==> config.mk <==
export PLATFORM = sky130hd
export DESIGN_NAME = mem_access_stage
export DESIGN_NICKNAME = d
export VERILOG_FILES = /design/src/rtl/mem_access_stage.sv
export SDC_FILE = /design/constraint.sdc
export NUM_CORES = 1
export LEC_CHECK = 0
export ABC_AREA = 1
export CORE_ASPECT_RATIO = 0.6
export CORE_MARGIN = 1.5
export CORE_UTILIZATION = 45
export CTS_CLUSTER_SIZE = 10
export DETAILED_ROUTE_END_ITERATION = 10
export GPL_ROUTABILITY_DRIVEN = 0
export PLACE_DENSITY = 0.81
export SLEW_MARGIN = 20
export SYNTH_ARGS = -nofsm -noshare
export SYNTH_HDL_FRONTEND = slang
export SYNTH_SLANG_ARGS = --single-unit
==> constraint.sdc <==
create_clock -name clk -period 2 [get_ports clk]
set_clock_uncertainty 0.2 [all_clocks]
set_input_delay 0.6 -clock clk [delete_from_list [all_inputs] [get_ports clk]]
set_output_delay 0.6 -clock clk [all_outputs]
set_load 0.005 [all_outputs]
==> src/rtl/mem_access_stage.sv <==
// -----------------------------------------------------------------------------
// mem_access_stage
//
// MEM stage of the 5-stage MIPS pipeline, between the EX/MEM register and
// MEM_WB. LW/SW go through a request/acknowledge data-memory port. The stage
// drops in_ready while an access is outstanding, which stalls upstream.
// Non-memory instructions pass through with one cycle of latency.
//
// Ports
//   clk, resetn              rising-edge clock, async active-low reset
//   in_valid/in_ready        handshake with EX/MEM (in_ready combinational)
//   in_PC, in_IR             instruction PC and word
//   in_ALUoutput             ALU result, also the effective address for LW/SW
//   in_B, in_MOVZ_cond       store data (rt) and MOVZ condition from EX
//   dmem_req/we/addr/wdata   registered data-memory request
//   dmem_ack, dmem_rdata     memory completion and load data
//   o_PC, o_LMD, o_ALUoutput, o_IR, o_MOVZ_cond
//                            registered results to MEM_WB (all zero = bubble)
//   addr_err                 one-cycle pulse: misaligned LW/SW dropped
//   bus_err                  one-cycle pulse: access aborted by timeout
// -----------------------------------------------------------------------------
module mem_access_stage #(
    parameter int TIMEOUT = 16
) (
    input  logic        clk,
    input  logic        resetn,
    input  logic        in_valid,
    input  logic [31:0] in_PC,
    input  logic [31:0] in_IR,
    input  logic [31:0] in_ALUoutput,
    input  logic [31:0] in_B,
    input  logic        in_MOVZ_cond,
    output logic        in_ready,
    output logic        dmem_req,
    output logic        dmem_we,
    output logic [31:0] dmem_addr,
    output logic [31:0] dmem_wdata,
    input  logic        dmem_ack,
    input  logic [31:0] dmem_rdata,
    output logic [31:0] o_PC,
    output logic [31:0] o_LMD,
    output logic [31:0] o_ALUoutput,
    output logic [31:0] o_IR,
    output logic        o_MOVZ_cond,
    output logic        addr_err,
    output logic        bus_err
);

    localparam logic [5:0] OP_LW    = 6'b100011;
    localparam logic [5:0] OP_SW    = 6'b101011;
    // Abort happens when the counter has reached TIMEOUT-1 without an ack,
    // i.e. on the TIMEOUT-th edge after the request was raised.
    localparam logic [7:0] CNT_LAST = 8'(TIMEOUT - 1);

    typedef enum logic [0:0] {
        IDLE   = 1'b0,
        ACCESS = 1'b1
    } state_t;

    state_t      state_r;
    logic [7:0]  cnt_r;
    logic [31:0] cap_pc_r;
    logic [31:0] cap_ir_r;
    logic [31:0] cap_alu_r;
    logic        cap_movz_r;
    logic        cap_lw_r;

    logic        is_lw_s;
    logic        is_sw_s;
    logic        is_mem_s;
    logic        misaligned_s;

    assign is_lw_s      = (in_IR[31:26] == OP_LW);
    assign is_sw_s      = (in_IR[31:26] == OP_SW);
    assign is_mem_s     = is_lw_s | is_sw_s;
    assign misaligned_s = (in_ALUoutput[1:0] != 2'b00);

    assign in_ready = (state_r == IDLE);

    // Stage FSM: request issue, ack/timeout tracking and the MEM_WB outputs.
    always_ff @(posedge clk or negedge resetn) begin
        if (!resetn) begin
            state_r     <= IDLE;
            cnt_r       <= 8'd0;
            cap_pc_r    <= 32'd0;
            cap_ir_r    <= 32'd0;
            cap_alu_r   <= 32'd0;
            cap_movz_r  <= 1'b0;
            cap_lw_r    <= 1'b0;
            dmem_req    <= 1'b0;
            dmem_we     <= 1'b0;
            dmem_addr   <= 32'd0;
            dmem_wdata  <= 32'd0;
            o_PC        <= 32'd0;
            o_LMD       <= 32'd0;
            o_ALUoutput <= 32'd0;
            o_IR        <= 32'd0;
            o_MOVZ_cond <= 1'b0;
            addr_err    <= 1'b0;
            bus_err     <= 1'b0;
        end else begin
            // Default every cycle: emit a bubble, error pulses fall back to 0.
            o_PC        <= 32'd0;
            o_LMD       <= 32'd0;
            o_ALUoutput <= 32'd0;
            o_IR        <= 32'd0;
            o_MOVZ_cond <= 1'b0;
            addr_err    <= 1'b0;
            bus_err     <= 1'b0;

            case (state_r)
                IDLE: begin
                    if (in_valid && !is_mem_s) begin
                        o_PC        <= in_PC;
                        o_ALUoutput <= in_ALUoutput;
                        o_IR        <= in_IR;
                        o_MOVZ_cond <= in_MOVZ_cond;
                    end else if (in_valid && misaligned_s) begin
                        addr_err <= 1'b1;
                    end else if (in_valid) begin
                        cap_pc_r   <= in_PC;
                        cap_ir_r   <= in_IR;
                        cap_alu_r  <= in_ALUoutput;
                        cap_movz_r <= in_MOVZ_cond;
                        cap_lw_r   <= is_lw_s;
                        dmem_req   <= 1'b1;
                        dmem_we    <= is_sw_s;
                        dmem_addr  <= in_ALUoutput;
                        dmem_wdata <= is_sw_s ? in_B : 32'd0;
                        cnt_r      <= 8'd0;
                        state_r    <= ACCESS;
                    end else begin
                        state_r <= IDLE;
                    end
                end
                ACCESS: begin
                    // Ack is checked first so it wins over a same-edge timeout.
                    if (dmem_ack) begin
                        o_PC        <= cap_pc_r;
                        o_ALUoutput <= cap_alu_r;
                        o_IR        <= cap_ir_r;
                        o_MOVZ_cond <= cap_movz_r;
                        o_LMD       <= cap_lw_r ? dmem_rdata : 32'd0;
                        dmem_req    <= 1'b0;
                        state_r     <= IDLE;
                    end else if (cnt_r == CNT_LAST) begin
                        dmem_req <= 1'b0;
                        bus_err  <= 1'b1;
                        state_r  <= IDLE;
                    end else begin
                        cnt_r <= cnt_r + 8'd1;
                    end
                end
                default: begin
                    dmem_req <= 1'b0;
                    state_r  <= IDLE;
                end
            endcase
        end
    end

endmodule

======== Yosys cells after proc, flatten, opt, wreduce, memory -nomap -nowiden ========
Index checks and enable logic that the tools add are counted.
storage, ports and cells
  output and inout port bits .............. 198
  memories ................................ 0
  latch bits .............................. 0
  ROM bits ................................ 0
  flip-flop bits (word level) ............. 272
  input port bits ......................... 165
  RAM bits ................................ 0
  logic and storage cells ................. 78
operators by class
  equal/unequal tests ..................... 9
  bitwise logic cells ..................... 4
  divide/modulo/power cells ............... 0
  mux-type cells .......................... 40
  $mul .................................... 0
  shifts and indexed selects .............. 0
  add/sub/neg operators ................... 1
  reduce and logical (&&, ||, !) cells .... 7
  magnitude comparators ................... 0
operator list
  kind                                                   count
  two-way mux 32 bit                                     10
  case mux 32 bit (2 select lines)                       3
  two-way mux 8 bit                                      5
  two-way mux 1 bit                                      18
  case mux 8 bit (2 select lines)                        1
  equality test 6 bit, second input constant             2
  inequality test 2 bit, second input constant           5
  adder 8 x 1 -> 8 bit, second input constant            1
  equality test 8 x 4 -> 1 bit, second input constant    1
  AND reduction 4 bit                                    2
  case mux 1 bit (2 select lines)                        3
  AND reduction 5 bit                                    1
  inequality test 3 x 2 -> 1 bit, second input constant  1
  NOT 1 bit                                              3
  logical AND 1 bit                                      2
  nonzero test 2 bit                                     1
  logical NOT 1 bit                                      1
  OR 1 bit                                               1

======== Logic depth before layout (Yosys ltp) ========
Gate-level depths: netlist (run 1).
  word-level depth ........................ 6
  mapped depth ............................ 9
  gate-level depth less buffers ........... 8

======== Least setup slack after synthesis (run 1) ========
No wires, ideal clock.
  path kind ............................... input port to flip-flop
  start ................................... input in_ALUoutput[1]
  end ..................................... register dmem_wdata[10]
  library setup time ...................... 0.116 ns
  required time ........................... 1.684 ns
  slack ................................... 0.178 ns
  stages on the path ...................... 7
  buffers on the path ..................... 2
  data arrival time ....................... 1.506 ns
  cells stage by stage .................... or2_1 nor2_1 nand2_4 buf_6 buf_2 nand2_1 nand2_1
on the way
  word-level cells in the longest chain between the ends .. 4
ends and longest elaborated chain
  what                                  line  RTL
  start: declaration                    30    input logic [31:0] in_ALUoutput,
  nonzero test 2 bit                    76    assign misaligned_s = (in_ALUoutput[1:0] != 2'b00);
  logical AND 1 bit                     118   end else if (in_valid && misaligned_s) begin
  NOT 1 bit (no source line)            -
  AND reduction 4 bit (no source line)  -
  end signal: assignment                129   dmem_wdata <= is_sw_s ? in_B : 32'd0;
  end: declaration                      37    output logic [31:0] dmem_wdata,
No other way between the ends.
A chain may end at the register's enable or synchronous reset.

======== Worst setup path in the final report (run 1) ========
  start ................................... register o_IR[22]
  end ..................................... output o_IR[22]
RTL lines
  what                      line  RTL
  start: declaration        43    output logic [31:0] o_IR,
  start signal: assignment  116   o_IR <= in_IR;
  start signal: assignment  141   o_IR <= cap_ir_r;
No word-level cell between the ends.

==> impl_metrics.csv, run 1 <==
group,metric,value,unit
worst_setup_path,critPathArrivalTime,1170,ps
sta,slew_headroom,59.1,%
placed_design,port-buffer-count,362,
final_layout,final_core_util,68.3,%
final_layout,stdcell_count,1803,
floorplan,floorplan.die_area,0.0243,sq mm
sta,setup_violations,0,
floorplan,io-pin-count,363,
sta,worst_slack,28.6,ps
synth,ys_types,24,
pwr,p_per_area,765,mW/mm^2
synth,post_synth_main_area_contributors,"sky130_fd_sc_hd__dfrtp_1 (65%), sky130_fd_sc_hd__nand2_1 (11%), sky130_fd_sc_hd__o31ai_1 (6.4%)",
clock_tree,clkSinkCount,272,
synth,synth_top_area_share,64.7,%
sta,finalHoldViolations,0,
clock_tree,insertion_delay,530,ps
drt,routed_wirelength,30100,um
clock_tree,cts_tree,"built",
sta,timing.final.crit_period,1970,ps
grt,grt_pass1_wl,46900,um
worst_hold_path,min-delay-path-class,"register to register",
sta,worst-slew-pin-transition,613,ps
clock_tree,cts-root-to-sink-buffers,3,
synth,async_flop_share,100,%
sta,clock.fmax,0.507,GHz
worst_setup_path,critical_path_buf_inv_count,1,
sta,fin_crit_sh,98.6,%
synth,yosysMostFrequentCell,"sky130_fd_sc_hd__nand2_1",
floorplan,start_util,45.7,%
synth,post_synthesis_sequential_area_ratio,64.7,%
clock_tree,cts.htree.levels,1,
drt,routed_via_density,4.91,
worst_setup_path,timing.critical_path.required,1200,ps
outcome,outcome,"finished clean",
final_layout,design.final.nets,1653,
synth,synth.net_count,1226,
synth,synth.ff_latch_count,272,
grt,grt_pass1_vias,8611,
worst_setup_path,worst_setup_path_end_kind,"output pin",
sta,fin_hold_ws,247,ps
floorplan,core,0.0230,sq mm
synth,post_synth_instance_area,0.0105,sq mm
floorplan,placementRows,43,
worst_setup_path,cell_breakdown_of_the_critical_path,"dlygate4sd2_1",
grt,antenna_violations_before_repair,1,
sta,final-max-slew-violation-count,0,
final_layout,area_delta_synth_final,49.5,%
grt,global_route.overflow_total,0,
worst_setup_path,critical_path.slowest_cell,"sky130_fd_sc_hd__dfrtp_1",
clock_tree,ctsRootBufferMaster,"sky130_fd_sc_hd__clkbuf_16",
floorplan,dieWidth,200,um
synth,yosysWarnings,0,
worst_setup_path,timing.setup.critical_path_class,"register to output pin",
flow_run,maximum_capacitance_violations,0,
drt,dr.first_iter.drc_count,551,
drt,remaining_routing_drc_violations,0,
grt,grt_util_all_layers,24.4,%
worst_setup_path,crit_path_leading_delay_family,"flip-flops",
drt,avgRoutedWirePerCell,16.7,um
synth,synth_ff_type,"sky130_fd_sc_hd__dfrtp_1",
drt,route.antenna.remaining_nets,0,
clock_tree,clock_input_transition_at_the_sequential_cells_of_the_worst_setup_and_hold_paths,60,ps
pwr,vdd_drop_max,587,uV
worst_setup_path,startpoint_types,"register",
placed_design,post-place-ws,-605,ps
floorplan,die_height,121,um
synth,post_synth_inst_count,1060,
pwr,power.leakage,0.00811,uW
drt,first_pass_iters,5,
drt,via_count,8845,
clock_tree,cts-buffers-inserted,31,
synth,cell_type_with_the_largest_total_area_after_synthesis,"sky130_fd_sc_hd__dfrtp_1",
worst_setup_path,critical-path-max-stage-delay,350,ps
synth,synth.cells.most_frequent,"sky130_fd_sc_hd__nand2_1 (312), sky130_fd_sc_hd__dfrtp_1 (272), sky130_fd_sc_hd__inv_1 (141)",
placed_design,place.detailed.instances,1730,
synth,synthesis.area_per_instance,9.92,sq um
grt,grt_start_max_net_pins,70,
worst_setup_path,timing.critical_path.fanout_max,1,
synth,synth_edf_count,0,
final_layout,post_route_cells_drive_above_1_share,11.2,%
placed_design,hpwlAfterDp,20500,um
[report_power, final]
| part | switching (uW) | internal (uW) |
|---|---|---|
| Sequential | 149 | 5810 |
| Clock | 1990 | 2710 |
| Combinational | 599 | 757 |
[worst paths after layout]
| kind | start | to | slack, ps | cells after the start |
|---|---|---|---|---|
| max | o_IR[22] | o_IR[22] | 30 | 1 |
| min | cap_ir_r[31] | cap_ir_r[31] | 250 | 2 |
| max reg2reg | state_r | o_PC[3] | 170 | 6 |
| min reg2reg | cap_ir_r[31] | cap_ir_r[31] | 250 | 2 |
| max in group asynchronous | resetn | cap_alu_r[25] | 610 | 3 |
| min in group asynchronous | resetn | o_LMD[14] | 350 | 2 |
[flip-flops by register name (all words and copies together) (netlist names), 32 cells and up]
signal	flops
cap_alu_r	32
cap_ir_r	32
cap_pc_r	32
dmem_wdata	32
o_ALUoutput	32
o_IR	32
o_LMD	32
o_PC	32
[what timing repair did]
action | 4_1_cts | 5_1_grt
setup buffers | 26 | 12
endpoints found under the hold margin | 32 | 0
gates resized for setup | 267 | 64
endpoints found under the setup margin | 264 | 95
hold buffers | 1 | 0
[cell type report]
class	instances	area (sq um)
sequential	272	6810
antenna	1	2.50
clock inverter	1	8.76
timing repair buffer	454	4360
inverter	144	542
clock buffer	32	779
fill	1746	7310
tap	315	394
multi-input combinational	584	2820
[layer usage]
layer / routed length (um) / vias up / track usage, %
met3: 2780 / 46 / 7.49
li1: - / 4174 / -
met4: 559 / 0 / 5.83
met2: 13900 / 349 / 38.1
met1: 12900 / 4276 / 33.6
met5: 0 / - / 0
[placed cells by master (no fill, tap or decap)]
master and n:
sky130_fd_sc_hd__nand2_1 311, sky130_fd_sc_hd__dfrtp_1 272, sky130_fd_sc_hd__clkdlybuf4s50_1 163, sky130_fd_sc_hd__inv_1 141, sky130_fd_sc_hd__clkdlybuf4s15_1 101, sky130_fd_sc_hd__o31ai_1 89
sky130_fd_sc_hd__dlygate4sd2_1 83, sky130_fd_sc_hd__buf_4 74, sky130_fd_sc_hd__o21ai_1 69, sky130_fd_sc_hd__nor2_1 52, sky130_fd_sc_hd__clkbuf_16 31, sky130_fd_sc_hd__o21ai_2 20
sky130_fd_sc_hd__nand3_1 18, sky130_fd_sc_hd__buf_12 15, sky130_fd_sc_hd__o21ai_0 12, sky130_fd_sc_hd__clkbuf_2 10, sky130_fd_sc_hd__clkdlybuf4s15_2 3, sky130_fd_sc_hd__inv_2 2
sky130_fd_sc_hd__nor3_1 2, sky130_fd_sc_hd__buf_6 2, sky130_fd_sc_hd__diode_2 1, sky130_fd_sc_hd__clkinv_2 1, sky130_fd_sc_hd__nand2_4 1, sky130_fd_sc_hd__nor3_4 1
sky130_fd_sc_hd__o22ai_1 1, sky130_fd_sc_hd__nand4_1 1, sky130_fd_sc_hd__or2_1 1, sky130_fd_sc_hd__nand2_8 1, sky130_fd_sc_hd__nand2_2 1, sky130_fd_sc_hd__nor2_4 1
sky130_fd_sc_hd__xnor2_1 1, sky130_fd_sc_hd__o21bai_1 1, sky130_fd_sc_hd__ha_1 1, sky130_fd_sc_hd__inv_6 1, sky130_fd_sc_hd__clkbuf_1 1, sky130_fd_sc_hd__dlygate4sd3_1 1
sky130_fd_sc_hd__buf_8 1, sky130_fd_sc_hd__buf_2 1
[cell families (layout without fill, tap and decap cells)]
kind of cell / Yosys count / after routing / synth area share (%)
and+or+nand+nor: 390 / 390 / 14.4
DFF: 272 / 272 / 64.7
buffers and inverters: 204 / 631 / 8.69
AOI/OAI and AO/OA: 192 / 192 / 12.0
adders and majority gates: 1 / 1 / 0.119
xor gates and xnor gates: 1 / 1 / 0.0833
other: 0 / 1 / 0
[stage by stage]
step / instance area, sq um / setup TNS, ps / total power (uW)
after global routing: 15700 / -40.1 / 12500
final: 15700 / 0 / 12000
after CTS: 15600 / 0 / 12100
after global placement: 14800 / -94720 / 7400
after detailed placement: 14800 / -103450 / 7440
after floorplan: 10500 / 0 / 6410
Note: power is estimated with default switching activity, not from simulation.
==> inputs of run 2 (changes only) <==
--- a/config.mk
+++ b/config.mk
@@ -5,14 +5,13 @@
 export SDC_FILE = /design/constraint.sdc
 export NUM_CORES = 1
 export LEC_CHECK = 0
-export ABC_AREA = 1
 export CORE_ASPECT_RATIO = 0.6
 export CORE_MARGIN = 1.5
 export CORE_UTILIZATION = 45
 export CTS_CLUSTER_SIZE = 10
 export DETAILED_ROUTE_END_ITERATION = 10
 export GPL_ROUTABILITY_DRIVEN = 0
-export PLACE_DENSITY = 0.81
+export PLACE_DENSITY = 0.82
 export SLEW_MARGIN = 20
 export SYNTH_ARGS = -nofsm -noshare
 export SYNTH_HDL_FRONTEND = slang
==> run 2 against run 1 <==
Critical path depth did not move. Combinational power about the same. First-iteration DRC count shrank 14%. Synthesized area decreased by 5.1%. Cell count shrank 12%. Worst setup slack lost 28 ps. Critical path type unchanged.
==> impl_metrics.csv, run 2 <==
group,metric,value,unit
synth,synth_edf_count,0,
drt,routed_via_density,5.25,
worst_setup_path,worst_setup_path_end_kind,"output pin",
sta,setup_violations,0,
floorplan,dieWidth,195,um
final_layout,mostFrequentLayoutCell,"sky130_fd_sc_hd__nand2_1",
placed_design,placement.cell_area,0.0143,sq mm
pwr,power.leakage,0.00812,uW
worst_setup_path,critical_path_buf_inv_count,1,
floorplan,start_util,46.6,%
final_layout,layout.cells.most_common_list,"sky130_fd_sc_hd__nand2_1 (341), sky130_fd_sc_hd__dfrtp_1 (272), sky130_fd_sc_hd__clkdlybuf4s50_1 (163), sky130_fd_sc_hd__clkdlybuf4s15_1 (100), sky130_fd_sc_hd__a22o_1 (99)",
final_layout,layout.cell_area.non_filler,0.0152,sq mm
drt,via_count,8300,
synth,yosysWarnings,0,
placed_design,port-buffer-count,362,
worst_setup_path,timing.reg2reg.worst_path_depth,5,
synth,cell_type_with_the_largest_total_area_after_synthesis,"sky130_fd_sc_hd__dfrtp_1",
sta,slew_headroom,78.2,%
worst_setup_path,critical-path-max-stage-delay,400,ps
sta,finalHoldViolations,0,
final_layout,design.final.nets,1469,
grt,grt_pass1_wl,46800,um
drt,dr.first_iter.drc_count,476,
synth,async_flop_share,100,%
worst_setup_path,crit_path_leading_delay_family,"flip-flops",
floorplan,placementRows,41,
clock_tree,ctsRootBufferMaster,"sky130_fd_sc_hd__clkbuf_16",
worst_setup_path,timing.critical_path.fanout_max,2,
pwr,p_per_area,794,mW/mm^2
synth,ys_types,35,
synth,synth.net_count,1058,
final_layout,post_route_cells_drive_above_1_share,10.1,%
sta,fin_crit_sh,100,%
worst_setup_path,r2r_setup_slack,90,ps
final_layout,area_delta_synth_final,51.8,%
pwr,vdd_drop_max,631,uV
synth,post_synth_instance_area,0.00998,sq mm
grt,global_route.overflow_total,0,
synth,post_synth_inst_count,892,
clock_tree,cts.htree.levels,1,
synth,synth.cells.most_frequent,"sky130_fd_sc_hd__nand2_1 (341), sky130_fd_sc_hd__dfrtp_1 (272), sky130_fd_sc_hd__a22o_1 (99)",
sta,timing.final.crit_period,2000,ps
sta,worst-slew-pin-transition,325,ps
placed_design,hpwlAfterDp,20500,um
worst_setup_path,cell_breakdown_of_the_critical_path,"dlygate4sd2_1",
sta,final-max-slew-violation-count,0,
synth,synthesis.area_per_instance,11.2,sq um
sta,clock.fmax,0.500,GHz
drt,routed_wirelength,30200,um
outcome,outcome,"finished clean",
grt,antenna_violations_before_repair,1,
clock_tree,cts_tree,"built",
worst_hold_path,hold-path-cell-count,2,
clock_tree,clkSinkCount,272,
sta,sum_of_negative_setup_slack,0,ps
clock_tree,cts-root-to-sink-buffers,3,
drt,first_pass_iters,5,
worst_setup_path,timing.setup.critical_path_class,"register to output pin",
final_layout,fillerInstances,1502,
floorplan,die_height,118,um
synth,synth.ff_latch_count,272,
clock_tree,insertion_delay,530,ps
drt,avgRoutedWirePerCell,19.1,um
grt,grt_pass1_vias,8251,
worst_setup_path,critical_path.slowest_cell,"sky130_fd_sc_hd__dfrtp_1",
worst_setup_path,timing.critical_path.required,1200,ps
floorplan,core,0.0214,sq mm
grt,grt_util_all_layers,25.7,%
clock_tree,clock_input_transition_at_the_sequential_cells_of_the_worst_setup_and_hold_paths,60,ps
floorplan,io-pin-count,363,
synth,synth_top_area_share,68.2,%
synth,post_synthesis_sequential_area_ratio,68.2,%
synth,synth_ff_type,"sky130_fd_sc_hd__dfrtp_1",
grt,grt_start_max_net_pins,44,
worst_setup_path,critPathArrivalTime,1200,ps
worst_setup_path,worstSetupPathDepth,1,
floorplan,floorplan.die_area,0.0231,sq mm
synth,post_synth_main_area_contributors,"sky130_fd_sc_hd__dfrtp_1 (68%), sky130_fd_sc_hd__nand2_1 (13%), sky130_fd_sc_hd__a22o_1 (8.7%)",
drt,remaining_routing_drc_violations,0,
drt,route.antenna.remaining_nets,0,
flow_run,maximum_capacitance_violations,0,
worst_setup_path,startpoint_types,"register",
clock_tree,cts-buffers-inserted,31,
synth,yosysMostFrequentCell,"sky130_fd_sc_hd__nand2_1",
worst_hold_path,min-delay-path-class,"register to register",
pwr,total_power,12000,uW
==> run 2: cells by family after synthesis <==
group	after synthesis	share of synthesized area, %
and+or+nand+nor	440	18.8
AOI/OAI and AO/OA	113	9.72
xor gates and xnor gates	1	0.0878
buffers and inverters	65	3.01
adders and majority gates	1	0.125
DFF	272	68.2
==> run 2: power breakdown <==
group	internal, uW	leakage [uW]	switching (uW)
combinational	767	0.00408	574
sequential	5820	0.00365	165
clock	2700	0.000387	2000
total	9290	0.00812	2740
==> run 2: final timing paths <==
check / start / endpoint
max in group asynchronous: resetn / o_IR[17]
max reg2reg: cnt_r[0] / cnt_r[7]
min reg2reg: dmem_wdata[23] / dmem_wdata[23]
max: cap_alu_r[12] / dmem_addr[12]
min: dmem_wdata[23] / dmem_wdata[23]
min in group asynchronous: resetn / o_LMD[5]
==> run 2: final cells by class <==
cell class	instances	area (sq um)	area share, %
inverter	3	11.3	0.0743
timing repair buffer	440	4300	28.4
clock inverter	1	8.76	0.0578
multi-input combinational	555	2900	19.1
sequential	272	6810	44.9
clock buffer	31	776	5.12
tap	279	349	2.30
antenna	1	2.50	0.0165
==> run 2: repair_timing <==
item,CTS,global route
hold buffers,1,0
resized for setup,257,67
pin swaps,0,1
hold endpoints to repair,21,0
setup buffers,22,10
endpoints found under the setup margin,198,73
==> run 2: through the flow <==
stage          hold WS (ps)  setup slack (ps)  cells  utilization [%]
5_1_grt                 286             -29.1   1581             70.8
2_1_floorplan           104              9.92    892                -
6_report                262             0.632   1582             70.8
4_1_cts                 262             0.245   1571             70.3
3_5_place_dp            254              -481   1516             66.6
3_3_place_gp            249              -446   1516             66.6
==> run 2: worst reg2reg max path, delay by kind of cell, from the launching register on <==
kind / cells / cell delay [ps]
adders and majority gates: 1 / 200
AOI/OAI and AO/OA: 2 / 340
and+or+nand+nor: 2 / 710
DFF: 1 / 400
==> run 2: per-layer routing <==
metal  share of wire, %  GRT usage [%]  vias to the layer above  wire, um
met1                 40           32.6                     4106     12100
met4                2.7           6.88                        2       826
met5              0.043              0                        -        13
met2                 47           41.7                      352     14300
met3                9.9           9.56                       68      2980
li1                   -              -                     3772         -
